File: src/rtl/sample_iterator_pkg.sv
// Shared raster definitions for the sample iterator.
// Holds the fixed-point geometry constants, the vertex, box and colour types,
// the iterator state encoding and small sign/zero-extension helpers that are
// used for overflow-free cursor arithmetic.
package sample_iterator_pkg;

    localparam int SIGFIG = 24;   // bits in colour and position
    localparam int RADIX  = 10;   // fraction bits in position
    localparam int VERTS  = 3;    // vertices per triangle
    localparam int AXIS   = 3;    // axes per vertex (x,y,z)
    localparam int COLORS = 3;    // colour channels
    localparam int SAMPS  = 4;    // sample lanes emitted per cycle, along x

    // The comparisons must not wrap. SIGFIG+1 bits covers a single
    // increment past +max. The extra bits also hold cx + SAMPS*step with an
    // unsigned step of full range.
    localparam int EXTW = SIGFIG + $clog2(SAMPS) + 2;

    // Fixed-point 1.0 (one pixel).
    localparam logic [SIGFIG-1:0] ONE = SIGFIG'(1) << RADIX;

    typedef logic signed [AXIS-1:0][SIGFIG-1:0] vertex_t;
    typedef logic signed [1:0][1:0][SIGFIG-1:0] box_t;    // [corner][axis]
    typedef logic [COLORS-1:0][SIGFIG-1:0]      color_t;
    typedef logic signed [EXTW-1:0]             ext_t;

    typedef enum logic {
        WAIT = 1'b0,
        TEST = 1'b1
    } iter_state_e;

    // Treat a SIGFIG-bit coordinate as a signed value at extended width.
    function automatic ext_t sext(input logic [SIGFIG-1:0] v);
        return ext_t'({{(EXTW-SIGFIG){v[SIGFIG-1]}}, v});
    endfunction

    // Treat a SIGFIG-bit step as an unsigned value at extended width.
    function automatic ext_t zext(input logic [SIGFIG-1:0] v);
        return ext_t'({{(EXTW-SIGFIG){1'b0}}, v});
    endfunction

    // Distance covered by one group of SAMPS lanes.
    function automatic ext_t group_span(input logic [SIGFIG-1:0] s);
        ext_t acc;
        acc = '0;
        for (int i = 0; i < SAMPS; i++) begin
            acc = acc + zext(s);
        end
        return acc;
    endfunction

endpackage

File: src/rtl/sample_lane_gen.sv
// Combinational lane generator.
// Takes a cursor (cx_i, cy_i), the sample step and the right edge of the box.
// Produces SAMPS sample coordinates along x and a valid bit per lane.
//   cx_i, cy_i   : cursor position, signed fixed point
//   step_i       : sample spacing, unsigned fixed point
//   urx_i        : right edge of the bounding box, signed
//   lane_x_o     : x of each lane (cx + i*step)
//   lane_y_o     : y of each lane (always cy)
//   lane_valid_o : lane x lies inside the box (x <= urx)
module sample_lane_gen
    import sample_iterator_pkg::*;
(
    input  logic [SIGFIG-1:0]            cx_i,
    input  logic [SIGFIG-1:0]            cy_i,
    input  logic [SIGFIG-1:0]            step_i,
    input  logic [SIGFIG-1:0]            urx_i,
    output logic [SAMPS-1:0][SIGFIG-1:0] lane_x_o,
    output logic [SAMPS-1:0][SIGFIG-1:0] lane_y_o,
    output logic [SAMPS-1:0]             lane_valid_o
);

    ext_t acc;
    ext_t urx_ext;

    always_comb begin
        urx_ext      = sext(urx_i);
        acc          = sext(cx_i);
        lane_x_o     = '0;
        lane_y_o     = '0;
        lane_valid_o = '0;
        for (int i = 0; i < SAMPS; i++) begin
            // The compare happens at extended width, so a lane that runs
            // off the top of the number range is never reported as inside.
            lane_x_o[i]     = acc[SIGFIG-1:0];
            lane_y_o[i]     = cy_i;
            lane_valid_o[i] = (acc <= urx_ext);
            acc             = acc + zext(step_i);
        end
    end

endmodule

File: src/rtl/sample_iterator.sv
// Sample iterator.
// Walks the bounding box of one triangle at a time and emits SAMPS sample
// positions per cycle to the sample-test stage.
//   clk, rst        : clock; asynchronous active-low reset
//   tri_R13S        : incoming triangle vertices
//   color_R13U      : incoming triangle colour
//   box_R13S        : incoming bounding box [corner 0=ll,1=ur][axis 0=x,1=y]
//   step_R13U       : sample spacing (1024 = one pixel), nonzero
//   validTri_R13H   : incoming triangle valid
//   halt_R13H       : upstream must hold its outputs
//   stall_R16H      : downstream stall; the whole block freezes
//   tri_R16S        : triangle of the samples being shown
//   color_R16U      : colour of the samples being shown
//   sample_R16S     : per lane [0]=x, [1]=y
//   validSamp_R16H  : lane carries a real sample
//   dbg_state_o     : current iterator state (0=WAIT, 1=TEST)
//
// The cursor registers always hold the group that is on the outputs. A TEST
// cycle is therefore the cycle in which its group is visible. halt_R13H tells
// upstream whether that group is the last one. At the end of the final group
// the next triangle is accepted and its first group is loaded straight into
// the output flops. This gives back-to-back triangles with no idle cycle.
module sample_iterator
    import sample_iterator_pkg::*;
(
    input  logic                                   clk,
    input  logic                                   rst,
    input  logic [VERTS-1:0][AXIS-1:0][SIGFIG-1:0] tri_R13S,
    input  logic [COLORS-1:0][SIGFIG-1:0]          color_R13U,
    input  logic [1:0][1:0][SIGFIG-1:0]            box_R13S,
    input  logic [SIGFIG-1:0]                      step_R13U,
    input  logic                                   validTri_R13H,
    output logic                                   halt_R13H,
    input  logic                                   stall_R16H,
    output logic [VERTS-1:0][AXIS-1:0][SIGFIG-1:0] tri_R16S,
    output logic [COLORS-1:0][SIGFIG-1:0]          color_R16U,
    output logic [1:0][SAMPS-1:0][SIGFIG-1:0]      sample_R16S,
    output logic [SAMPS-1:0]                       validSamp_R16H,
    output logic                                   dbg_state_o
);

    // ------------------------------------------------------------------
    // Registers
    // ------------------------------------------------------------------
    iter_state_e                            state_q, state_d;
    logic [SIGFIG-1:0]                      cx_q, cy_q;
    logic [SIGFIG-1:0]                      llx_q, urx_q, ury_q, step_q;
    logic [VERTS-1:0][AXIS-1:0][SIGFIG-1:0] tri_q;
    color_t                                 color_q;
    logic [1:0][SAMPS-1:0][SIGFIG-1:0]      samp_q;
    logic [SAMPS-1:0]                       valid_q;

    // ------------------------------------------------------------------
    // Incoming box decode
    // ------------------------------------------------------------------
    box_t              box_in;
    logic [SIGFIG-1:0] in_llx, in_lly, in_urx;
    logic              in_good;

    assign box_in  = box_R13S;
    assign in_llx  = box_in[0][0];
    assign in_lly  = box_in[0][1];
    assign in_urx  = box_in[1][0];
    assign in_good = (sext(box_in[0][0]) <= sext(box_in[1][0])) &&
                     (sext(box_in[0][1]) <= sext(box_in[1][1]));

    // ------------------------------------------------------------------
    // Cursor advance for the group currently on the outputs
    // ------------------------------------------------------------------
    ext_t row_x;      // cx after moving one group right
    ext_t next_y;     // cy after moving one row up
    logic row_cont;   // another group fits on this row
    logic last_grp;   // the group on the outputs ends the triangle
    logic free;       // a new triangle may be taken this cycle
    logic accept;

    assign row_x    = sext(cx_q) + group_span(step_q);
    assign next_y   = sext(cy_q) + zext(step_q);
    assign row_cont = (row_x <= sext(urx_q));
    assign last_grp = (state_q == TEST) && !row_cont && (next_y > sext(ury_q));
    assign free     = (state_q == WAIT) || last_grp;
    assign accept   = !stall_R16H && free && validTri_R13H && in_good;

    // ------------------------------------------------------------------
    // FSM: state register
    // ------------------------------------------------------------------
    always_ff @(posedge clk or negedge rst) begin
        if (!rst) begin
            state_q <= WAIT;
        end else begin
            state_q <= state_d;
        end
    end

    // ------------------------------------------------------------------
    // FSM: next state
    // ------------------------------------------------------------------
    always_comb begin
        state_d = state_q;
        if (stall_R16H) begin
            state_d = state_q;
        end else if (accept) begin
            state_d = TEST;
        end else if (free) begin
            // Either idle with nothing usable, or the last group went out.
            state_d = WAIT;
        end else begin
            state_d = TEST;
        end
    end

    // ------------------------------------------------------------------
    // FSM: outputs decoded from state, cursor and stall
    // ------------------------------------------------------------------
    always_comb begin
        halt_R13H   = 1'b0;
        dbg_state_o = state_q;
        if (stall_R16H) begin
            halt_R13H = 1'b1;
        end else if (state_q == TEST && !last_grp) begin
            halt_R13H = 1'b1;
        end
    end

    // ------------------------------------------------------------------
    // Next cursor: the ll corner of a new triangle, or an advance of the
    // current cursor.
    // ------------------------------------------------------------------
    logic [SIGFIG-1:0]            cx_d, cy_d, gen_step, gen_urx;
    logic [SAMPS-1:0][SIGFIG-1:0] lane_x, lane_y;
    logic [SAMPS-1:0]             lane_valid;

    always_comb begin
        cx_d     = cx_q;
        cy_d     = cy_q;
        gen_step = step_q;
        gen_urx  = urx_q;
        if (accept) begin
            cx_d     = in_llx;
            cy_d     = in_lly;
            gen_step = step_R13U;
            gen_urx  = in_urx;
        end else if (row_cont) begin
            cx_d = row_x[SIGFIG-1:0];
        end else begin
            cx_d = llx_q;
            cy_d = next_y[SIGFIG-1:0];
        end
    end

    sample_lane_gen u_lane_gen (
        .cx_i         (cx_d),
        .cy_i         (cy_d),
        .step_i       (gen_step),
        .urx_i        (gen_urx),
        .lane_x_o     (lane_x),
        .lane_y_o     (lane_y),
        .lane_valid_o (lane_valid)
    );

    // ------------------------------------------------------------------
    // Datapath registers
    // ------------------------------------------------------------------
    always_ff @(posedge clk or negedge rst) begin
        if (!rst) begin
            cx_q    <= '0;
            cy_q    <= '0;
            llx_q   <= '0;
            urx_q   <= '0;
            ury_q   <= '0;
            step_q  <= '0;
            tri_q   <= '0;
            color_q <= '0;
            samp_q  <= '0;
            valid_q <= '0;
        end else if (!stall_R16H) begin
            if (accept) begin
                llx_q   <= in_llx;
                urx_q   <= in_urx;
                ury_q   <= box_in[1][1];
                step_q  <= step_R13U;
                tri_q   <= tri_R13S;
                color_q <= color_R13U;
            end
            if (state_d == TEST) begin
                cx_q      <= cx_d;
                cy_q      <= cy_d;
                samp_q[0] <= lane_x;
                samp_q[1] <= lane_y;
                valid_q   <= lane_valid;
            end else begin
                valid_q <= '0;
            end
        end
    end

    assign tri_R16S       = tri_q;
    assign color_R16U     = color_q;
    assign sample_R16S    = samp_q;
    assign validSamp_R16H = valid_q;

endmodule

File: config.mk
export PLATFORM = sky130hd
export DESIGN_NAME = sample_iterator
export DESIGN_NICKNAME = d
export VERILOG_FILES = /design/src/rtl/sample_iterator_pkg.sv /design/src/rtl/sample_lane_gen.sv /design/src/rtl/sample_iterator.sv
export SDC_FILE = /design/constraint.sdc
export NUM_CORES = 1
export LEC_CHECK = 0
export CAP_MARGIN = 25
export CORE_AREA = 4 4 349 351
export CTS_CLUSTER_SIZE = 12
export DETAILED_ROUTE_END_ITERATION = 16
export DIE_AREA = 0 0 353 355
export DONT_BUFFER_PORTS = 1
export PLACE_DENSITY = 0.45
export SLEW_MARGIN = 20
export SYNTH_ARGS = -nofsm -noshare
export SYNTH_HDL_FRONTEND = slang
export SYNTH_SLANG_ARGS = --single-unit
File: constraint.sdc
create_clock -name clk -period 38.5 [get_ports clk]
set_clock_uncertainty 0.05 [all_clocks]
set_input_delay 5.775 -clock clk [delete_from_list [all_inputs] [get_ports clk]]
set_output_delay 5.775 -clock clk [all_outputs]
set_load 0.01 [all_outputs]
* Word-level counts from Yosys, hierarchy flattened *
Index checks and enable logic that the tools add are counted.

storage, ports and cells
  register bits = 509
  bits in latches = 0
  RAM bits = 0
  ROM bits = 0
  input port bits = 412
  output and inout bits = 486
  word-level logic and storage cells = 68
  memories = 0

operators by class
  $add $sub $neg = 8
  $mul = 0
  div/mod/pow operators = 0
  $lt $le $gt $ge = 8
  eq/ne operators = 1
  shift operators = 0
  mux-type cells = 12
  bitwise operators = 2
  reduce and logical (&&, ||, !) cells = 14

operator list
  operator                                        number
  two-way mux 24 bit                              6
  <= comparator 28 x 24 -> 1 bit                  3
  <= comparator 24 bit                            3
  adder 24 x 25 -> 26 bit                         2
  adder 24 x 28 -> 28 bit                         1
  adder 28 x 25 -> 28 bit                         1
  adder 26 x 24 -> 27 bit                         1
  adder 26 x 25 -> 27 bit                         1
  adder 25 x 24 -> 26 bit                         1
  > comparator 26 x 24 -> 1 bit                   1
  <= comparator 26 x 24 -> 1 bit                  1
  adder 24 x 24 -> 25 bit                         1
  logical AND 1 bit                               7
  two-way mux 1 bit                               5
  two-way mux 4 bit                               1
  AND reduction 2 bit                             2
  logical NOT 1 bit                               3
  AND reduction 3 bit                             1
  != test 2 x 1 -> 1 bit (second input constant)  1
  NOT 1 bit                                       2
  logical OR 1 bit                                1

* Longest topological paths before layout *
Gate-level depths: netlist of run 1.

  depth after elaboration = 18
  mapped depth = 69
  mapped depth without buffers = 66

* By module *
A second synthesis of run 1 with hierarchy kept.

unflattened totals
  cells, all modules = 3889
  area total of the unflattened synthesis = 36453.7 um^2

modules (own cells, without submodules)
  module           instances  cells each  area an instance (um^2)  sequential area each (um^2)
  sample_iterator  1          3006        29638.4                  15740.1
  sample_lane_gen  1          883         6815.3                   0.0

* Least setup slack after synthesis of run 1 *
No wires, ideal clock.

  path kind = input to register
  from = in box_R13S[59] (netlist bit)
  to = reg valid_q[3] (netlist: validSamp_R16H[3])
  library setup time = 0.121 ns
  arrival time = 15.011 ns
  required time = 38.329 ns
  setup slack = 23.318 ns
  stages on the path = 47
  path buffers = 3
  path through = inv_1 -> ha_1 -> a21oi_1 -> o21ai_0 -> a2111oi_1 -> a21boi_1 -> a41o_1 -> o2111ai_2 -> a211oi_1 -> buf_2 -> clkbuf_1 -> buf_1 -> mux2_2 -> ha_1 -> a21o_1 -> a21o_1 -> a21o_1 -> a21o_1 -> [11 not listed] -> or2_2 -> xor2_1 -> ha_1 -> nand3_1 -> a2111o_1 -> a311oi_1 -> o21ai_0 -> nand2b_1 -> a21o_1 -> inv_1 -> a311oi_1 -> nand3_1 -> xnor2_1 -> ha_1 -> and4_1 -> a21oi_1 -> o211ai_1 -> a22o_1

RTL lines
  what                  RTL line                RTL
  start, declared       sample_iterator.sv:30   input logic [1:0][1:0][SIGFIG-1:0] box_R13S,
  end signal, assigned  sample_iterator.sv:190  valid_q <= lane_valid;
  end, declared         sample_iterator.sv:51   logic [SAMPS-1:0] valid_q;

==> results_dict.tcl, run 1 <==
set metrics [dict create \
    drt-wirelength-per-cell_um 27.8 \
    ys_ff_latch 509 \
    avgViaCountPerCell 4.91 \
    r2r_end "validSamp_R16H[3]" \
    finalSetupViolCount 0 \
    cp_max_fo 162 \
    synthToLayoutAreaGrowth_pct 11.6 \
    worstRegToRegCells 65 \
    cp.arrival_ns 17.79 \
    crit_path_end_kind "flip-flop" \
    ys_types 83 \
    hold_end "llx_q[4]" \
    cts_buffer_depth 3 \
    violations "slew limit" \
    stdcell_count 4375 \
    hold_violations 0 \
    cp-start-kind "input pin" \
    rsz0062_at_grt "false" \
    yosys.cell_count.top_type "dfrtp_1" \
    clock_latency_ns 0.65 \
    ys_seq_area_frac 0.414 \
    vias 21500 \
    grt_max_degree 510 \
    cts_setup_buffers 0 \
    synth_edf_count 0 \
    core_um2 119000 \
    gp_congestion 0.864 \
    slowest_delay_ns 0.66 \
    regToRegStartpoint "sample_R16S[168]" \
    hold_path_class "flip-flop to flip-flop" \
    synth.largest_area_cell "dfrtp_1" \
    cpMaxStageDelayCell "a2111oi_1" \
    avgSynthCellArea_um2 10.9 \
    min_period_over_period 0.450 \
    ctsResizeCount 0 \
    start_util 0.258 \
    tns_ns 0 \
    dp.cells 4231 \
    drt-total-wl_um 122000 \
    die_h_um 355 \
    grt_pass1_vias 21700 \
    die_area_um2 125000 \
    synth_nets 3564 \
    required_ns 38.98 \
    grt_overflow 0 \
    synth_cells 2820 \
    first_pass_iters 7 \
    num_rows 127 \
    drc_errors 0 \
    cap_violations 0 \
    crit_top_cell "a21o_1" \
    die_x_um 353 \
    antenna_found_initial 57 \
    hold_buffers 0 \
    drt_iter0_drc 1299 \
    netlist.area_leader.share 0.414 \
    io_buffers 0 \
    cts_htree_levels 3 \
    min_from "llx_q[4]" \
    post-dp-hpwl_um 98800 \
    drive_gt1_frac 0.210 \
    status "complete, but fails checks" \
    layout.nets 3496 \
    worstMarginPinSlew_ns 5.18 \
    synthArstFlopShare 1.00 \
    tritoncts "built" \
    ant_nets 0 \
    numCtsBuffers 67 \
    synth_flop_cell "dfrtp_1" \
    io_pins 898 \
    fmax_mhz 57.8 \
    rrSetupSlack_ns 22.19 \
    synth_commonest_cells "dfrtp_1, mux2_2, ha_1, nand2_1, inv_1" \
    cts.sinks 509 \
    yosysWarnings 0 \
    maxSlewHeadroom -2.45 \
    synth.area.top_cells "dfrtp_1, mux2_2, ha_1, a21oi_1, a21o_1" \
    clk_pin_slew_ns 0.06 \
    slew_violations 458 \
    crit_type "input pin to flip-flop" \
    hold-path-cell-count 2 \
    grt_pass1_wl_um 171000 \
    min_period_ns 17.32 \
    synth_area_um2 30700 \
    cts-root-buf "clkbuf_16" \
    grt_usage 0.188 \
]
[placed cells by master, fill, tap and decap left out, types with 33 or more instances in the layout]
cell type,count
nor2_1,126
nand4_1,46
a21o_1,96
dfrtp_1,509
ha_1,328
clkbuf_16,67
a21oi_1,153
xor2_1,38
nand3_1,47
mux2i_1,52
mux2_2,430
nor3_1,33
nand2_1,172
o21ai_0,107
inv_1,168
xnor2_1,70
[cell families (layout without fill, tap and decap cells)]
kind of cell / count (synthesis) / count (layout) / share of synthesized area
AOI/OAI and AO/OA: 518 / 518 / 0.109
xor gates and xnor gates: 109 / 109 / 0.0313
adders and majority gates: 333 / 333 / 0.136
buffers and inverters: 322 / 304 / 0.0484
DFF: 509 / 509 / 0.414
muxes: 483 / 483 / 0.175
other: 0 / 25 / 0
and+or+nand+nor: 546 / 546 / 0.0854
[flip-flops by register name, summed over array words and instances (netlist names)]
signal and count:
step_q 24, sample_R16S 120, color_R16U 72, dbg_state_o 1, validSamp_R16H 4, llx_q 24, tri_R16S 216, ury_q 24
urx_q 24
[area by class of cell]
type	count	area [um2]
clock buffer	95	1920
tap	1548	1940
multi-input combinational	1989	16600
antenna	25	62.6
inverter	168	631
sequential	509	12700
clock inverter	24	334
timing repair buffer	17	140
fill	12300	84700
[layer usage]
metal,vias to the layer above,part of all wire,global-route usage,wire (um)
met5,-,0.0020,0,242
met4,36,0.018,0.0394,2160
met2,753,0.48,0.318,58200
met1,10600,0.41,0.228,50000
li1,9966,-,-,-
met3,167,0.091,0.0745,11100
[how the worst max path moves through the flow]
stage                 start           endpoint  cells past startpoint
4_1_cts        box_R13S[71]  validSamp_R16H[3]                     47
5_1_grt        box_R13S[71]  validSamp_R16H[3]                     48
3_3_place_gp   box_R13S[71]  validSamp_R16H[3]                     47
2_1_floorplan  box_R13S[59]  validSamp_R16H[3]                     47
3_5_place_dp   box_R13S[71]  validSamp_R16H[3]                     47
6_report       box_R13S[71]  validSamp_R16H[3]                     47
[through the flow]
| stage | worst slack, ns | util | area, um2 | hold slack [ns] |
|---|---|---|---|---|
| after floorplan | 23.32 | - | 30700 | 0.395 |
| after global placement | 20.64 | 0.269 | 32000 | 0.407 |
| after detailed placement | 20.45 | 0.269 | 32000 | 0.411 |
| after CTS | 21.08 | 0.288 | 34300 | 0.424 |
| after global routing | 20.22 | 0.288 | 34300 | 0.439 |
| final | 21.19 | 0.288 | 34300 | 0.424 |
[worst max-delay path: cells and delay by family]
family	cells	cell delay, ns
compound gates	26	6.47
xor+xnor	3	0.54
fa+ha+maj	5	1.75
buf+inv	5	1.81
simple gates	8	1.33
Power of run 1 is left out: the tool's default activity adds up to more than one toggle a clock period on the data nets, which glitch-free logic cannot reach.
==> run 2: changes to the inputs <==
==> constraint.sdc (replaced) <==
create_clock -name clk -period 16.2 [get_ports clk]
set_clock_uncertainty 0.05 [all_clocks]
set_input_delay 2.43 -clock clk [delete_from_list [all_inputs] [get_ports clk]]
set_output_delay 2.43 -clock clk [all_outputs]
set_load 0.01 [all_outputs]
==> run 2 against run 1 <==
The run still ends with slew limit left. Largest cell class unchanged. Utilization hardly changed. Critical path depth up 16. Via count grew 0.11%. Cell area hardly changed. First-iteration DRC count fell by 13%. Worst setup slack worse by 20 ns.
==> results_dict.tcl, run 2 (synthesis results as in run 1) <==
set metrics [dict create \
    status "complete, but fails checks" \
    violations "slew limit" \
    clk_pin_slew_ns 0.06 \
    hold-worst-slack_ns 0.422 \
    cts-root-buf "clkbuf_16" \
    gp_congestion 0.873 \
    core_um2 119000 \
    grt_pass1_vias 22000 \
    vias 21500 \
    critPathBufInv 3 \
    cp.arrival_ns 15.12 \
    grt_overflow 0 \
    grt_max_degree 510 \
    cp-start-kind "flip-flop" \
    final_common_cell "dfrtp_1" \
    numCtsBuffers 68 \
    antenna_found_initial 45 \
    fmax_mhz 68.3 \
    drive_gt1_frac 0.213 \
    drt-total-wl_um 122000 \
    cpMaxStageDelayCell "dfrtp_1" \
    cts.sinks 509 \
    io_pins 898 \
    cap_violations 0 \
    worstMarginPinSlew_ns 4.17 \
    tritoncts "built" \
    min_period_over_period 0.903 \
    drc_errors 0 \
    start_util 0.258 \
    first_pass_iters 4 \
    min_period_ns 14.63 \
    drt-wirelength-per-cell_um 28.1 \
    cts_buffer_depth 3 \
    layout.nets 3499 \
    regToRegStartpoint "sample_R16S[169]" \
    maxSlewHeadroom -1.78 \
    clock_latency_ns 0.66 \
    hold_path_class "flip-flop to flip-flop" \
    layout_common_cells "dfrtp_1, mux2_2, ha_1" \
    io_buffers 0 \
    slew_violations 371 \
    tns_ns 0 \
    crit_type "flip-flop to flip-flop" \
    die_area_um2 125000 \
    grt_pass1_wl_um 172000 \
    hold_violations 0 \
    synthToLayoutAreaGrowth_pct 11.7 \
    num_rows 127 \
    hold_buffers 0 \
    grt_usage 0.190 \
    rsz0062_at_grt "false" \
    cts_htree_levels 3 \
    avgViaCountPerCell 4.94 \
    ant_nets 0 \
    crit_path_end_kind "flip-flop" \
    die_x_um 353 \
    slowest_delay_ns 0.77 \
    min_from "llx_q[9]" \
    cp_max_fo 94 \
    critical_path.startpoint "sample_R16S[169]" \
    drt_iter0_drc 1132 \
    required_ns 16.69 \
    finalSetupViolCount 0 \
    die_h_um 355 \
    largest_reg_flops 216 \
    path_delay_family "compound AO/OA/AOI/OAI gates" \
    post-dp-hpwl_um 99800 \
]
-- run 2: cell type report --
class / instances / area [um2]
diodes: 7 / 17.5
clock buffers: 96 / 1980
clock inverters: 25 / 323
fillers: 12400 / 84700
inverters: 168 / 631
multi-input cells: 1989 / 16600
flip-flops and latches: 509 / 12700
well taps: 1548 / 1940
repair buffers: 19 / 163
-- run 2: worst register-to-register path, delay by kind of cell, from the launching register on --
kind	cells	cell delay, ns
compound gates	39	8.20
xor+xnor	3	0.49
fa+ha+maj	6	2.22
buf+inv	3	0.67
flops	1	0.77
mux	2	0.63
simple gates	10	1.51
-- run 2: stage by stage --
step,util,area (um2),instances,worst slack [ns]
finish,0.289,34400,4361,1.57
floorplan,-,30700,2820,3.32
global placement,0.269,32000,4233,1.68
global route,0.288,34300,4354,0.0592
CTS,0.288,34300,4354,1.34
detailed placement,0.269,32000,4233,1.40
-- run 2: timing repair --
action	in CTS	in global routing
setup buffers	0	0
gates resized for setup	0	2
endpoints found under the setup margin	0	1
-- run 2: path summary, 6_finish.rpt --
| path | endpoint | slack [ns] | depth (start not counted) |
|---|---|---|---|
| max | validSamp_R16H[3] | 1.57 | 63 |
| min | llx_q[9] | 0.42 | 2 |
| max reg2reg | validSamp_R16H[3] | 1.57 | 63 |
| min reg2reg | llx_q[9] | 0.42 | 2 |
| max in group asynchronous | color_R16U[12] | 11.40 | 0 |
| min in group asynchronous | step_q[21] | 1.44 | 0 |
-- run 2: routing by layer --
metal  GRT usage  part of all wire
met1       0.233              0.42
met2       0.323              0.48
met3      0.0642             0.083
met4      0.0408             0.019
met5           0            0.0012
Power of run 2 is left out for the same reason.
==> run 3: changes to the inputs <==
--- a/config.mk
+++ b/config.mk
@@ -11,8 +11,9 @@
 export DETAILED_ROUTE_END_ITERATION = 16
 export DIE_AREA = 0 0 353 355
 export DONT_BUFFER_PORTS = 1
+export GPL_TIMING_DRIVEN = 1
 export PLACE_DENSITY = 0.45
-export SLEW_MARGIN = 20
+export SLEW_MARGIN = 40
 export SYNTH_ARGS = -nofsm -noshare
 export SYNTH_HDL_FRONTEND = slang
 export SYNTH_SLANG_ARGS = --single-unit
==> run 3 against run 2 <==
Critical path depth unchanged. Utilization increased by 0.33 points. Die area unchanged. Maximum frequency about the same. Register-to-register slack about the same. The flow now finishes without violations. Via count increased by 0.37%. Worst setup slack improved by 0.010 ns. Worst hold slack improved by 0.00094 ns. Cell count increased by 0.32%. Cell area increased by 1.1%. First-iteration DRC count increased by 10%. Global-route usage about the same. Highest routed layer unchanged.
==> results_dict.tcl, run 3 (synthesis results as in run 1) <==
set metrics [dict create \
    status "complete, no violations" \
    finalSetupViolCount 0 \
    regArea_um2 12700 \
    tns_ns 0 \
    largest_reg_flops 216 \
    cts_buffer_depth 3 \
    cts_setup_buffers 0 \
    cp_max_fo 94 \
    slew_violations 0 \
    min_period_ns 14.62 \
    cts-root-buf "clkbuf_16" \
    rsz0062_at_grt "false" \
    grt_max_degree 510 \
    drt_iter0_drc 1246 \
    maxSlewHeadroom 0.450 \
    cp-start-kind "flip-flop" \
    slowest_delay_ns 0.77 \
    grt_pass1_vias 22000 \
    finalCoreUtilization 0.292 \
    cts.sinks 509 \
    synthToLayoutAreaGrowth_pct 13.0 \
    hold_path_class "flip-flop to flip-flop" \
    io_buffers 0 \
    drt-wirelength-per-cell_um 28.0 \
    drive_gt1_frac 0.218 \
    numCtsBuffers 68 \
    grt_usage 0.189 \
    antenna_found_initial 45 \
    grt_pass1_wl_um 172000 \
    tritoncts "built" \
    avgViaCountPerCell 4.94 \
    die_area_um2 125000 \
    drc_errors 0 \
    clock_latency_ns 0.65 \
    required_ns 16.69 \
    start_util 0.258 \
    drt-total-wl_um 122000 \
    core_um2 119000 \
    die_x_um 353 \
    clk_pin_slew_ns 0.06 \
    cp.arrival_ns 15.12 \
    layout_common_cells "dfrtp_1, mux2_2, ha_1" \
    cts_htree_levels 3 \
    io_pins 898 \
    die_h_um 355 \
    n_fill_cell 12400 \
    final_common_cell "dfrtp_1" \
    hold_violations 0 \
    fmax_mhz 68.4 \
    grt_overflow 0 \
    num_rows 127 \
    cap_violations 0 \
    first_pass_iters 5 \
    multi_input_area_um2 16600 \
    worstMarginPinSlew_ns 0.802 \
    min_period_over_period 0.903 \
    crit_type "flip-flop to flip-flop" \
    layout.nets 3505 \
    cpMaxStageDelayCell "dfrtp_1" \
    post-dp-hpwl_um 99700 \
    gp_congestion 0.873 \
    crit_path_end_kind "flip-flop" \
    vias 21600 \
    ant_nets 0 \
]
[run 3: cell count changes in the layout (fill, tap and decap cells not counted), moves of 2 or more]
cell,before,now
buf_16,0,4
buf_6,2,4
buf_4,16,14
bufinv_16,4,11
diode_2,7,10
clkbuf_1,12,7
buf_12,1,3
[run 3: final cells by class]
class	instances	share of cell area
Multi-Input combinational cell	1989	0.477
Sequential cell	509	0.367
Clock buffer	92	0.0568
Tap cell	1548	0.0558
Inverter	168	0.0182
Clock inverter	34	0.0158
Timing Repair Buffer	25	0.00922
Antenna cell	10	0.000720
[run 3: timing repair]
action	in CTS	in global routing
hold buffers	0	0
setup endpoints to repair	0	1
gates resized for setup	0	1
[run 3: stage by stage]
stage          instance area [um2]  hold slack (ns)  worst slack, ns  cells
4_1_cts                      34600            0.426             1.35   4359
5_1_grt                      34700            0.445           0.0729   4365
6_report                     34700            0.423             1.58   4375
2_1_floorplan                30700            0.395             3.32   2820
3_3_place_gp                 32000            0.406             1.68   4233
3_5_place_dp                 32000            0.412             1.40   4233
[run 3: worst max-delay path: cells and delay by family (launching register included)]
family,cells,cell delay [ns]
buf+inv,3,0.64
flops,1,0.77
xor+xnor,3,0.49
compound gates,39,8.17
mux,2,0.60
simple gates,10,1.48
fa+ha+maj,6,2.22
[run 3: path summary, 6_finish.rpt]
kind	cells after the start	slack (ns)	endpoint	start
max	63	1.58	validSamp_R16H[3]	sample_R16S[169]
min	2	0.42	llx_q[9]	llx_q[9]
max reg2reg	63	1.58	validSamp_R16H[3]	sample_R16S[169]
min reg2reg	2	0.42	llx_q[9]	llx_q[9]
max in group asynchronous	2	13.26	tri_R16S[45]	rst
min in group asynchronous	0	1.43	step_q[13]	rst
[run 3: layer usage]
| metal | GRT usage | wire length, um |
|---|---|---|
| met1 | 0.233 | 51000 |
| met2 | 0.324 | 59200 |
| met3 | 0.0645 | 10100 |
| met4 | 0.0368 | 1930 |
| met5 | 0 | 143 |
Power of run 3 is left out for the same reason.
